===== config.mk =====
export PLATFORM = sky130hd
export DESIGN_NAME = text_pixel_serializer
export DESIGN_NICKNAME = d
export VERILOG_FILES = /design/src/rtl/text_pixel_serializer.sv
export SDC_FILE = /design/constraint.sdc
export NUM_CORES = 1
export LEC_CHECK = 0
export BUFFER_PORTS_ARGS = -buffer_cell sky130_fd_sc_hd__buf_2
export CAP_MARGIN = 0
export CORE_UTILIZATION = 30
export CTS_CLUSTER_DIAMETER = 30
export DETAILED_ROUTE_END_ITERATION = 12
export PLACE_DENSITY = 0.55
export SYNTH_ARGS = -nofsm -noshare
export SYNTH_HDL_FRONTEND = slang
export SYNTH_SLANG_ARGS = --single-unit

===== constraint.sdc =====
create_clock -name clk -period 2.45 [get_ports clk]
set_input_delay 0 -clock clk [delete_from_list [all_inputs] [get_ports clk]]
set_output_delay 0 -clock clk [all_outputs]
set_load 0.02 [all_outputs]

===== src/rtl/text_pixel_serializer.sv =====
// Text-mode pixel output stage: captures a glyph row and its attributes on load, then serialises
// the pixels to dac with blink and underrun tracking. Define TEXT_PIXEL_CURSOR_EN for cursor swap.
module text_pixel_serializer #(
  parameter int unsigned CHAR_WIDTH   = 8,
  parameter int unsigned COLOR_BITS   = 3,
  parameter int unsigned BLINK_FRAMES = 36,
  parameter int unsigned PIXEL_REPEAT = 1
) (
  input  logic                  clk,
  input  logic                  reset_button,
  input  logic                  frame_start,
  input  logic                  load,
  input  logic                  drawing,
  input  logic [CHAR_WIDTH-1:0] row_pixels,
  input  logic [COLOR_BITS-1:0] foreground,
  input  logic [COLOR_BITS-1:0] background,
  input  logic                  blink,
  input  logic                  invert,
`ifdef TEXT_PIXEL_CURSOR_EN
  input  logic                  cursor,
`endif
  output logic [COLOR_BITS-1:0] dac,
  output logic                  blinking,
  output logic                  underrun
);

  localparam int unsigned IdxW = $clog2(CHAR_WIDTH);
  localparam int unsigned RepW = (PIXEL_REPEAT > 1) ? $clog2(PIXEL_REPEAT) : 1;
  localparam int unsigned FrmW = $clog2(BLINK_FRAMES);

  localparam logic [IdxW-1:0] IdxLast = IdxW'(CHAR_WIDTH - 1);
  localparam logic [RepW-1:0] RepLast = RepW'(PIXEL_REPEAT - 1);
  localparam logic [FrmW-1:0] FrmLast = FrmW'(BLINK_FRAMES - 1);

  typedef enum logic [0:0] {StExhausted, StLoaded} cell_state_e;

  cell_state_e           state_q, state_d;
  logic [IdxW-1:0]       idx_q, idx_d;
  logic [RepW-1:0]       rep_q, rep_d;
  logic [CHAR_WIDTH-1:0] row_q, row_d;
  logic [COLOR_BITS-1:0] fg_q, fg_d;
  logic [COLOR_BITS-1:0] bg_q, bg_d;
  logic                  blink_q, blink_d;
  logic                  inv_q, inv_d;
  logic [FrmW-1:0]       frame_q, frame_d;
  logic                  blinking_q, blinking_d;
  logic                  underrun_q, underrun_d;
  logic [COLOR_BITS-1:0] dac_q, dac_d;
  logic                  cell_end;
  logic                  pix_on;
  logic                  swap;
  logic [COLOR_BITS-1:0] fg_eff, bg_eff;

`ifdef TEXT_PIXEL_CURSOR_EN
  localparam logic [FrmW-1:0] FrmHalf = FrmW'(BLINK_FRAMES / 2 - 1);
  logic cursor_q, cursor_d;
  logic cphase_q, cphase_d;
`endif

  // Cell sequencing; a load always wins so back-to-back cells never gap.
  always_comb begin
    state_d  = state_q;
    idx_d    = idx_q;
    rep_d    = rep_q;
    row_d    = row_q;
    fg_d     = fg_q;
    bg_d     = bg_q;
    blink_d  = blink_q;
    inv_d    = inv_q;
    cell_end = 1'b0;
`ifdef TEXT_PIXEL_CURSOR_EN
    cursor_d = cursor_q;
`endif
    if (load) begin
      state_d = StLoaded;
      idx_d   = '0;
      rep_d   = '0;
      row_d   = row_pixels;
      fg_d    = foreground;
      bg_d    = background;
      blink_d = blink;
      inv_d   = invert;
`ifdef TEXT_PIXEL_CURSOR_EN
      cursor_d = cursor;
`endif
    end else if (state_q == StLoaded) begin
      if (rep_q == RepLast) begin
        rep_d = '0;
        if (idx_q == IdxLast) begin
          state_d  = StExhausted;
          cell_end = 1'b1;
        end else begin
          idx_d = idx_q + 1'b1;
        end
      end else begin
        rep_d = rep_q + 1'b1;
      end
    end
  end

  always_comb begin
    frame_d    = frame_q;
    blinking_d = blinking_q;
`ifdef TEXT_PIXEL_CURSOR_EN
    cphase_d = cphase_q;
    if (frame_start && (frame_q == FrmHalf || frame_q == FrmLast)) begin
      cphase_d = ~cphase_q;
    end
`endif
    if (frame_start) begin
      if (frame_q == FrmLast) begin
        frame_d    = '0;
        blinking_d = ~blinking_q;
      end else begin
        frame_d = frame_q + 1'b1;
      end
    end
  end

  always_comb begin
`ifdef TEXT_PIXEL_CURSOR_EN
    swap = cursor_q & cphase_q;
`else
    swap = 1'b0;
`endif
    fg_eff = swap ? bg_q : fg_q;
    bg_eff = swap ? fg_q : bg_q;
    pix_on = row_q[idx_q] ^ inv_q;
    if (blink_q && !blinking_q) begin
      pix_on = 1'b0;
    end
    if (state_q == StExhausted) begin
      pix_on = 1'b0;
    end
    dac_d      = drawing ? (pix_on ? fg_eff : bg_eff) : '0;
    underrun_d = underrun_q | (cell_end & drawing);
  end

  always_ff @(posedge clk or negedge reset_button) begin
    if (!reset_button) begin
      state_q    <= StExhausted;
      idx_q      <= '0;
      rep_q      <= '0;
      row_q      <= '0;
      fg_q       <= '0;
      bg_q       <= '0;
      blink_q    <= 1'b0;
      inv_q      <= 1'b0;
      frame_q    <= '0;
      blinking_q <= 1'b1;
      underrun_q <= 1'b0;
      dac_q      <= '0;
`ifdef TEXT_PIXEL_CURSOR_EN
      cursor_q   <= 1'b0;
      cphase_q   <= 1'b1;
`endif
    end else begin
      state_q    <= state_d;
      idx_q      <= idx_d;
      rep_q      <= rep_d;
      row_q      <= row_d;
      fg_q       <= fg_d;
      bg_q       <= bg_d;
      blink_q    <= blink_d;
      inv_q      <= inv_d;
      frame_q    <= frame_d;
      blinking_q <= blinking_d;
      underrun_q <= underrun_d;
      dac_q      <= dac_d;
`ifdef TEXT_PIXEL_CURSOR_EN
      cursor_q   <= cursor_d;
      cphase_q   <= cphase_d;
`endif
    end
  end

  assign dac      = dac_q;
  assign blinking = blinking_q;
  assign underrun = underrun_q;

endmodule


=== After elaboration in Yosys (flattened, before gate mapping) ===
Index checks and enable logic that the tools add are counted.
Widths: inputs -> output; s select.

* Equality and inequality tests: 4
* Reductions and logical operators: 5
* Add/subtract/negate cells: 3
* Mux-type cells: 22
* Order comparisons: 1
* Bitwise gates (word level): 4

{| class="wikitable"
|+ Operator list
! cell !! count
|-
| $mux 3 || 6
|-
| $mux 1 || 14
|-
| $add 6x1->6 const B || 1
|-
| $eq 6x6->1 const B || 1
|-
| $mux 6 || 1
|-
| $lt 3x4->1 const B || 1
|-
| $ne 2x2->1 const B || 2
|-
| $add 3x1->3 const B || 1
|-
| $bmux 1 s3 || 1
|-
| $eq 3x3->1 const B || 1
|-
| $reduce_and 3->1 || 1
|-
| $reduce_and 2->1 || 1
|-
| $reduce_bool 2->1 || 1
|-
| $add 1x1->1 const B || 1
|-
| $and 1x1->1 || 1
|-
| $logic_and 1x1->1 || 1
|-
| $logic_not 1->1 || 1
|-
| $not 1->1 || 1
|-
| $or 1x1->1 || 1
|-
| $xor 1x1->1 || 1
|}

* Output and inout port bits: 5
* Input bits: 21
* Flip-flop bits (word level): 32

=== Depth between registers and ports, before layout ===
Gate-level depths: netlist of the first run.

* Word-level depth: 7
* Mapped depth: 5
* Depth with buffers taken out: 5

=== Worst setup path before layout of the first run ===
Ideal clock, no wire load.

* Path type: reg2reg
* Start: register idx_q[0]
* End: register dac_q[0] (netlist: dac[0])
* Data required time: 2371 ps
* Clock period less this slack: 1637 ps
* Slack: 813 ps
* Arrival time: 1558 ps
* Cell stages (with the launch flop): 6
* Setup time: 79 ps
* Path buffers: 1
* Path through: dfrtp_1 -> buf_6 -> mux2i_1 -> mux4_2 -> mux2i_2 -> mux2i_1

* Longest elaborated chain between the ends: 7

{| class="wikitable"
|+ Ends and longest elaborated chain
! element !! line !! text
|-
| start: declaration || 38 || <nowiki>logic [IdxW-1:0] idx_q, idx_d;</nowiki>
|-
| start signal: assignment || 159 || <nowiki>idx_q <= idx_d;</nowiki>
|-
| $bmux 1 s3 || 128 || <nowiki>pix_on = row_q[idx_q] ^ inv_q;</nowiki>
|-
| $mux 1 (not written as such) || 128 ||
|-
| $xor 1x1->1 || 128 ||
|-
| $mux 1 || 129 || <nowiki>if (blink_q && !blinking_q) begin</nowiki>
|-
| $mux 1 || 132 || <nowiki>if (state_q == StExhausted) begin</nowiki>
|-
| $mux 3 (2 in a row) || 135 || <nowiki>dac_d = drawing ? (pix_on ? fg_eff : bg_eff) : '0;</nowiki>
|-
| net dac_d[0] || 48 || <nowiki>logic [COLOR_BITS-1:0] dac_q, dac_d;</nowiki>
|-
| end signal: assignment || 152 || <nowiki>dac_q <= '0;</nowiki>
|-
| end signal: assignment || 169 || <nowiki>dac_q <= dac_d;</nowiki>
|-
| end: declaration || 48 ||
|}

The timed path passes the listed nets, and every way through them passes these cells. The select of a mux whose other input is x is not followed.
A chain may end at the register's enable or synchronous reset.

=== Worst setup path in the final report of the first run ===
* Start: register idx_q[0]
* End: register dac_q[1] (netlist: dac[1])

Same word-level chain as after synthesis.

==> results of run 1 <==
==> cells in the mapped netlist, drive strengths merged (2+ instances only) <==
| cell type | count |
|---|---|
| dfrtp | 30 |
| mux2 | 15 |
| mux2i | 10 |
| nand2 | 10 |
| nor2 | 5 |
| xnor2 | 4 |
| ha | 3 |
| inv | 3 |
| o21ai | 3 |
| buf | 2 |
| nand4 | 2 |
| o211ai | 2 |
| xor2 | 2 |
==> kinds of logic after synthesis <==
family	Yosys count	share of synthesized area (%)
flip-flops	31	58.09
multiplexers	26	22.08
AND/OR/NAND/NOR	22	7.485
AO/OA/AOI/OAI	7	3.367
XOR/XNOR	6	3.929
buffers and inverters	6	2.244
adder cells (fa/ha/maj)	3	2.807
==> per-layer routing <==
layer / wire, um / track usage (%) / part of all wire (%)
met2: 1165 / 19.85 / 48
met4: 74 / 8.418 / 3.0
met5: 0 / 0 / 0
met3: 106 / 4.112 / 4.4
met1: 1090 / 13.92 / 45
==> state kept, by name (all words and copies together), names as in the netlist, 3 cells and up <==
name	cells
fg_eff	3
idx_q	3
frame_q	6
row_q	8
bg_eff	3
dac	3
==> cell type report <==
type                    instances  area share, %
well taps                      50          3.546
inverters                       3         0.6383
flip-flops and latches         31          44.04
repair buffers                 42          16.74
clock buffers                   6          4.681
multi-input cells              64          30.07
clock inverters                 1         0.2837
==> power by group <==
group          internal [mW]  switching, mW  total (mW)
sequential             0.610         0.0745       0.684
combinational          0.143          0.119       0.263
clock                  0.220          0.171       0.390
total                  0.973          0.364        1.34
==> through the flow <==
step	hold WS, ns	cells	total power [mW]	utilization (%)	setup WS (ns)
2_1_floorplan	-0.2956	101	0.8588	-	0.8127
3_3_place_gp	0.07639	173	0.9270	36.35	0.7589
3_5_place_dp	0.08640	173	0.9418	36.35	0.6683
4_1_cts	0.01606	197	1.364	42.57	0.6508
5_1_grt	0.02674	197	1.433	42.57	0.5951
6_report	0.02405	197	1.337	42.57	0.6735
==> worst paths after layout <==
path / from / end / depth (start not counted)
setup / recovery: idx_q[0] / dac[1] / 4
hold / removal: frame_start / frame_q[1] / 2
setup reg to reg: idx_q[0] / dac[1] / 4
hold reg to reg: underrun / underrun / 1
max in group asynchronous: reset_button / row_q[6] / 2
min in group asynchronous: reset_button / row_q[0] / 2
==> results.cfg, run 1 <==
[run_status]
status = complete, no violations

[drt]
wl_per_cell_um = 12.37
wl_mm = 2.436
drtIter0Drc = 7
firstDrtPassIters = 4
vias_per_cell = 4.680
via_count = 922
route.antenna.remaining_nets = 0
drcViolationCount = 0

[timing]
rsz0062_at_grt = false
setup_viol = 0
slew_viol_final = 0
timing.final.hold_violations = 0
period_minus_slack_ns = 1.777
skew_ns = 0.005406
tightest_slew_ns = 0.6936
fin_crit_sh_pct = 72.51
fin_tns_setup_ns = 0
fmax_ghz = 0.5629
slew-limit-headroom_pct = 53.34

[setup_path]
path_cells = mux2i_1 > mux4_2 > mux2i_2 > mux2i_1
critPathBufInv = 0
critical_path.top_delay_family = multiplexers
cpMostUsedCell = mux2i_1
crit_slowest_cell = mux4_2
critical_path_required_ns = 2.65
critical_path_class = reg -> reg
critical_path_arrival_ns = 1.98
path_max_fanout = 6
cp-start-kind = flip-flop
end_kind = flip-flop
reg2reg_slack_ns = 0.67
slowest_delay_ns = 0.50

[die]
fp.dieW_um = 68.77
initial_utilization_pct = 32.28
die_y_um = 68.77
row_count = 23
die_area_sq_um = 4729
core-area_sq_um = 4144
io_pins = 26

[placement]
place_congestion = 0.7479
placed_area_sq_um = 1506
place_hpwl_mm = 1.710
portBuffers = 25

[clocking]
cts_tree = done
cts_root_buf = clkbuf_8
post_cts_buffers = 0
clkLatencyLatePin_ns = 0.28
cts_resized = 0
clock_path_buffers = 2
numCtsBuffers = 5
path_clk_slew_ns = 0.06
clock_sinks = 31
holdBufCountCts = 17
htreeDepth = 2

[job]
drv_cap = 0

[finish]
layout-drive-gt1-share_pct = 24.49
final_cell_mix = 30 x dfrtp_1, 25 x buf_2, 17 x dlygate4sd3_1
diodes = 0
finalNetCount = 171
seq_area_sq_um = 777.0
stdcell_area_sq_um = 1764
multi_input_area_sq_um = 530.5
final_common_cell = dfrtp_1
areaGrowthSynthToFinish_pct = 31.90
nFillCells = 412

[synth]
synth.cell_area_sq_um = 1338
synthTopCellsByArea = dfrtp_1 56%, mux2_1 13%, mux2i_1 6.7%, ha_1 2.8%, nand2_1 2.8%
ys_types = 27
syn_nets = 125
async_reset_ff_share_pct = 100.0
yosys.area.top_type = dfrtp_1
synth-main-ff-cell = dfrtp_1
synth-edff-count = 0
synth_top_area_share_pct = 56.13
synth_seq_cells = 31
netlist_instances = 101
yosysWarnings = 0
ys_seq_area_share_pct = 58.09
avgSynthCellArea_sq_um = 13.24

[grt]
grt_pass1_wl_mm = 4.071
grt_pass1_vias = 958
grt_start_max_net_pins = 32
antenna_found_initial = 0
grt-ovfl-total = 0
grtUsageTotal_pct = 12.39

[power]
powerDensity_nw_per_um2 = 758.1
peakVddDrop_mv = 0.2804
p_leak_nw = 0.8325

[worst_hold_path]
hold_class = in -> reg
Power figures use the tool's default switching activity.
==> run 2: changes to the inputs <==
==> constraint.sdc (replaced) <==
create_clock -name clk -period 1.65 [get_ports clk]
set_input_delay 0 -clock clk [delete_from_list [all_inputs] [get_ports clk]]
set_output_delay 0 -clock clk [all_outputs]
set_load 0.02 [all_outputs]
==> run 2 against run 1 <==
The run now ends with negative setup slack left. First-iteration DRC count rose to 4.1 times the previous value. Sequential share of layout area down 2.3 points. Routed wire length down 3.2%. Combinational power up 56%. Non-clock buffer count up 4.
==> results.cfg, run 2 (same netlist as run 1, synthesis figures left out) <==
[run_status]
status = finished with violations
violations = negative setup slack

[drt]
drcViolationCount = 0
firstDrtPassIters = 3
route.antenna.remaining_nets = 0
wl_mm = 2.359
drtIter0Drc = 29
vias_per_cell = 4.525
wl_per_cell_um = 11.68
via_count = 914

[timing]
slew_viol_final = 0
setup_slack_ns = -0.01177
skew_ns = 0.005040
period_minus_slack_ns = 1.662
fmax_ghz = 0.6018
fin_crit_sh_pct = 100.7
setup_viol = 1
tightest_slew_ns = 0.6818
rsz0062_at_grt = true
slew-limit-headroom_pct = 54.55
timing.final.hold_violations = 0

[power]
p_leak_nw = 0.8642
powerDensity_nw_per_um2 = 1173
power_mw = 2.185
peakVddDrop_mv = 0.6665

[placement]
place_congestion = 0.7812
portBuffers = 25
placed_area_sq_um = 1529
place_hpwl_mm = 1.610
placed_cells = 176

[clocking]
cts_root_buf = clkbuf_8
clock_sinks = 31
numCtsBuffers = 5
clkLatencyLatePin_ns = 0.28
path_clk_slew_ns = 0.07
htreeDepth = 2
cts_tree = done
clock_path_buffers = 2

[grt]
grt-ovfl-total = 0
grt_pass1_vias = 921
antenna_found_initial = 0
grt_start_max_net_pins = 32
grtUsageTotal_pct = 12.21
grt_pass1_wl_mm = 3.981

[die]
io_pins = 26
initial_utilization_pct = 32.28
fp.dieW_um = 68.77
die_area_sq_um = 4729
row_count = 23
core-area_sq_um = 4144
die_y_um = 68.77

[worst_hold_path]
hold_class = in -> reg

[finish]
largest_reg_flops = 8
top_register = row_q
top_regs = row_q: 8 flops, frame_q: 6 flops
areaGrowthSynthToFinish_pct = 39.29
fin_cells = 202
nFillCells = 376
finalNetCount = 175
stdcell_area_sq_um = 1863
layout-drive-gt1-share_pct = 28.95
final_common_cell = dfrtp_1
final_cell_mix = 29 x dfrtp_1, 25 x buf_2, 17 x dlygate4sd3_1
diodes = 0

[setup_path]
reg2reg_slack_ns = -0.01
end_kind = flip-flop
critical_path_required_ns = 1.85
r2r_start = idx_q[0]
reg2reg_depth = 4
cp-start-kind = flip-flop
critical_path_class = reg -> reg
critical_path_arrival_ns = 1.86
path_max_fanout = 5
startpoint = idx_q[0]
crit_end = dac[1]
worstReg2RegEnd = dac[1]

[job]
drv_cap = 0
-- run 2: area by class of cell --
cell class | count | area, sq um | area share (%)
inverters | 3 | 11.26 | 0.6044
flip-flops and latches | 31 | 778.2 | 41.77
well taps | 50 | 62.56 | 3.358
clock buffers | 6 | 82.58 | 4.432
multi-input cells | 64 | 564.3 | 30.29
repair buffers | 46 | 329.1 | 17.66
clock inverters | 2 | 35.03 | 1.880
-- run 2: critical path, cell delays in order (launching register included) --
cell and delay, ns:
dfrtp_2 0.46, mux2i_1 0.13, mux4_2 0.52, mux2i_4 0.25, mux2i_1 0.22
-- run 2: repair_timing --
item	in CTS	in global routing
hold buffers	17	0
setup buffers	0	1
endpoints found under the setup margin	3	6
gates resized for setup	2	5
endpoints found under the hold margin	46	0
-- run 2: per-layer routing --
layer	track usage, %	wire length, um
met4	5.357	35
met5	0	0
met1	13.49	1078
met2	20.22	1152
met3	5.428	93
-- run 2: per-stage QoR --
step	TNS, ns	utilization [%]	hold slack (ns)	setup WS [ns]
floorplan	0	-	-0.2956	0.01270
global placement	-0.05458	36.90	0.07741	-0.01921
detailed placement	-0.1827	36.90	0.08848	-0.06744
CTS	-0.01318	44.08	0.01219	-0.01318
global route	-0.1500	44.96	0.01630	-0.06742
finish	-0.01177	44.96	0.02252	-0.01177
-- run 2: worst min path at each step --
stage / start / end / slack (ns) / cells after the start
finish: frame_start / frame_q[1] / 0.02 / 2
global route: drawing / dac[0] / 0.02 / 3
CTS: drawing / dac[0] / 0.01 / 3
detailed placement: reset_button / inv_q / 0.09 / 1
global placement: reset_button / row_q[1] / 0.08 / 1
floorplan: reset_button / bg_eff[0] / -0.30 / 0
-- run 2: power by group --
| part | total (mW) | switching (mW) | leakage (nW) | internal [mW] |
|---|---|---|---|---|
| logic | 0.411 | 0.183 | 0.433 | 0.228 |
| clock network | 0.759 | 0.271 | 0.0612 | 0.488 |
| registers | 1.01 | 0.109 | 0.370 | 0.906 |
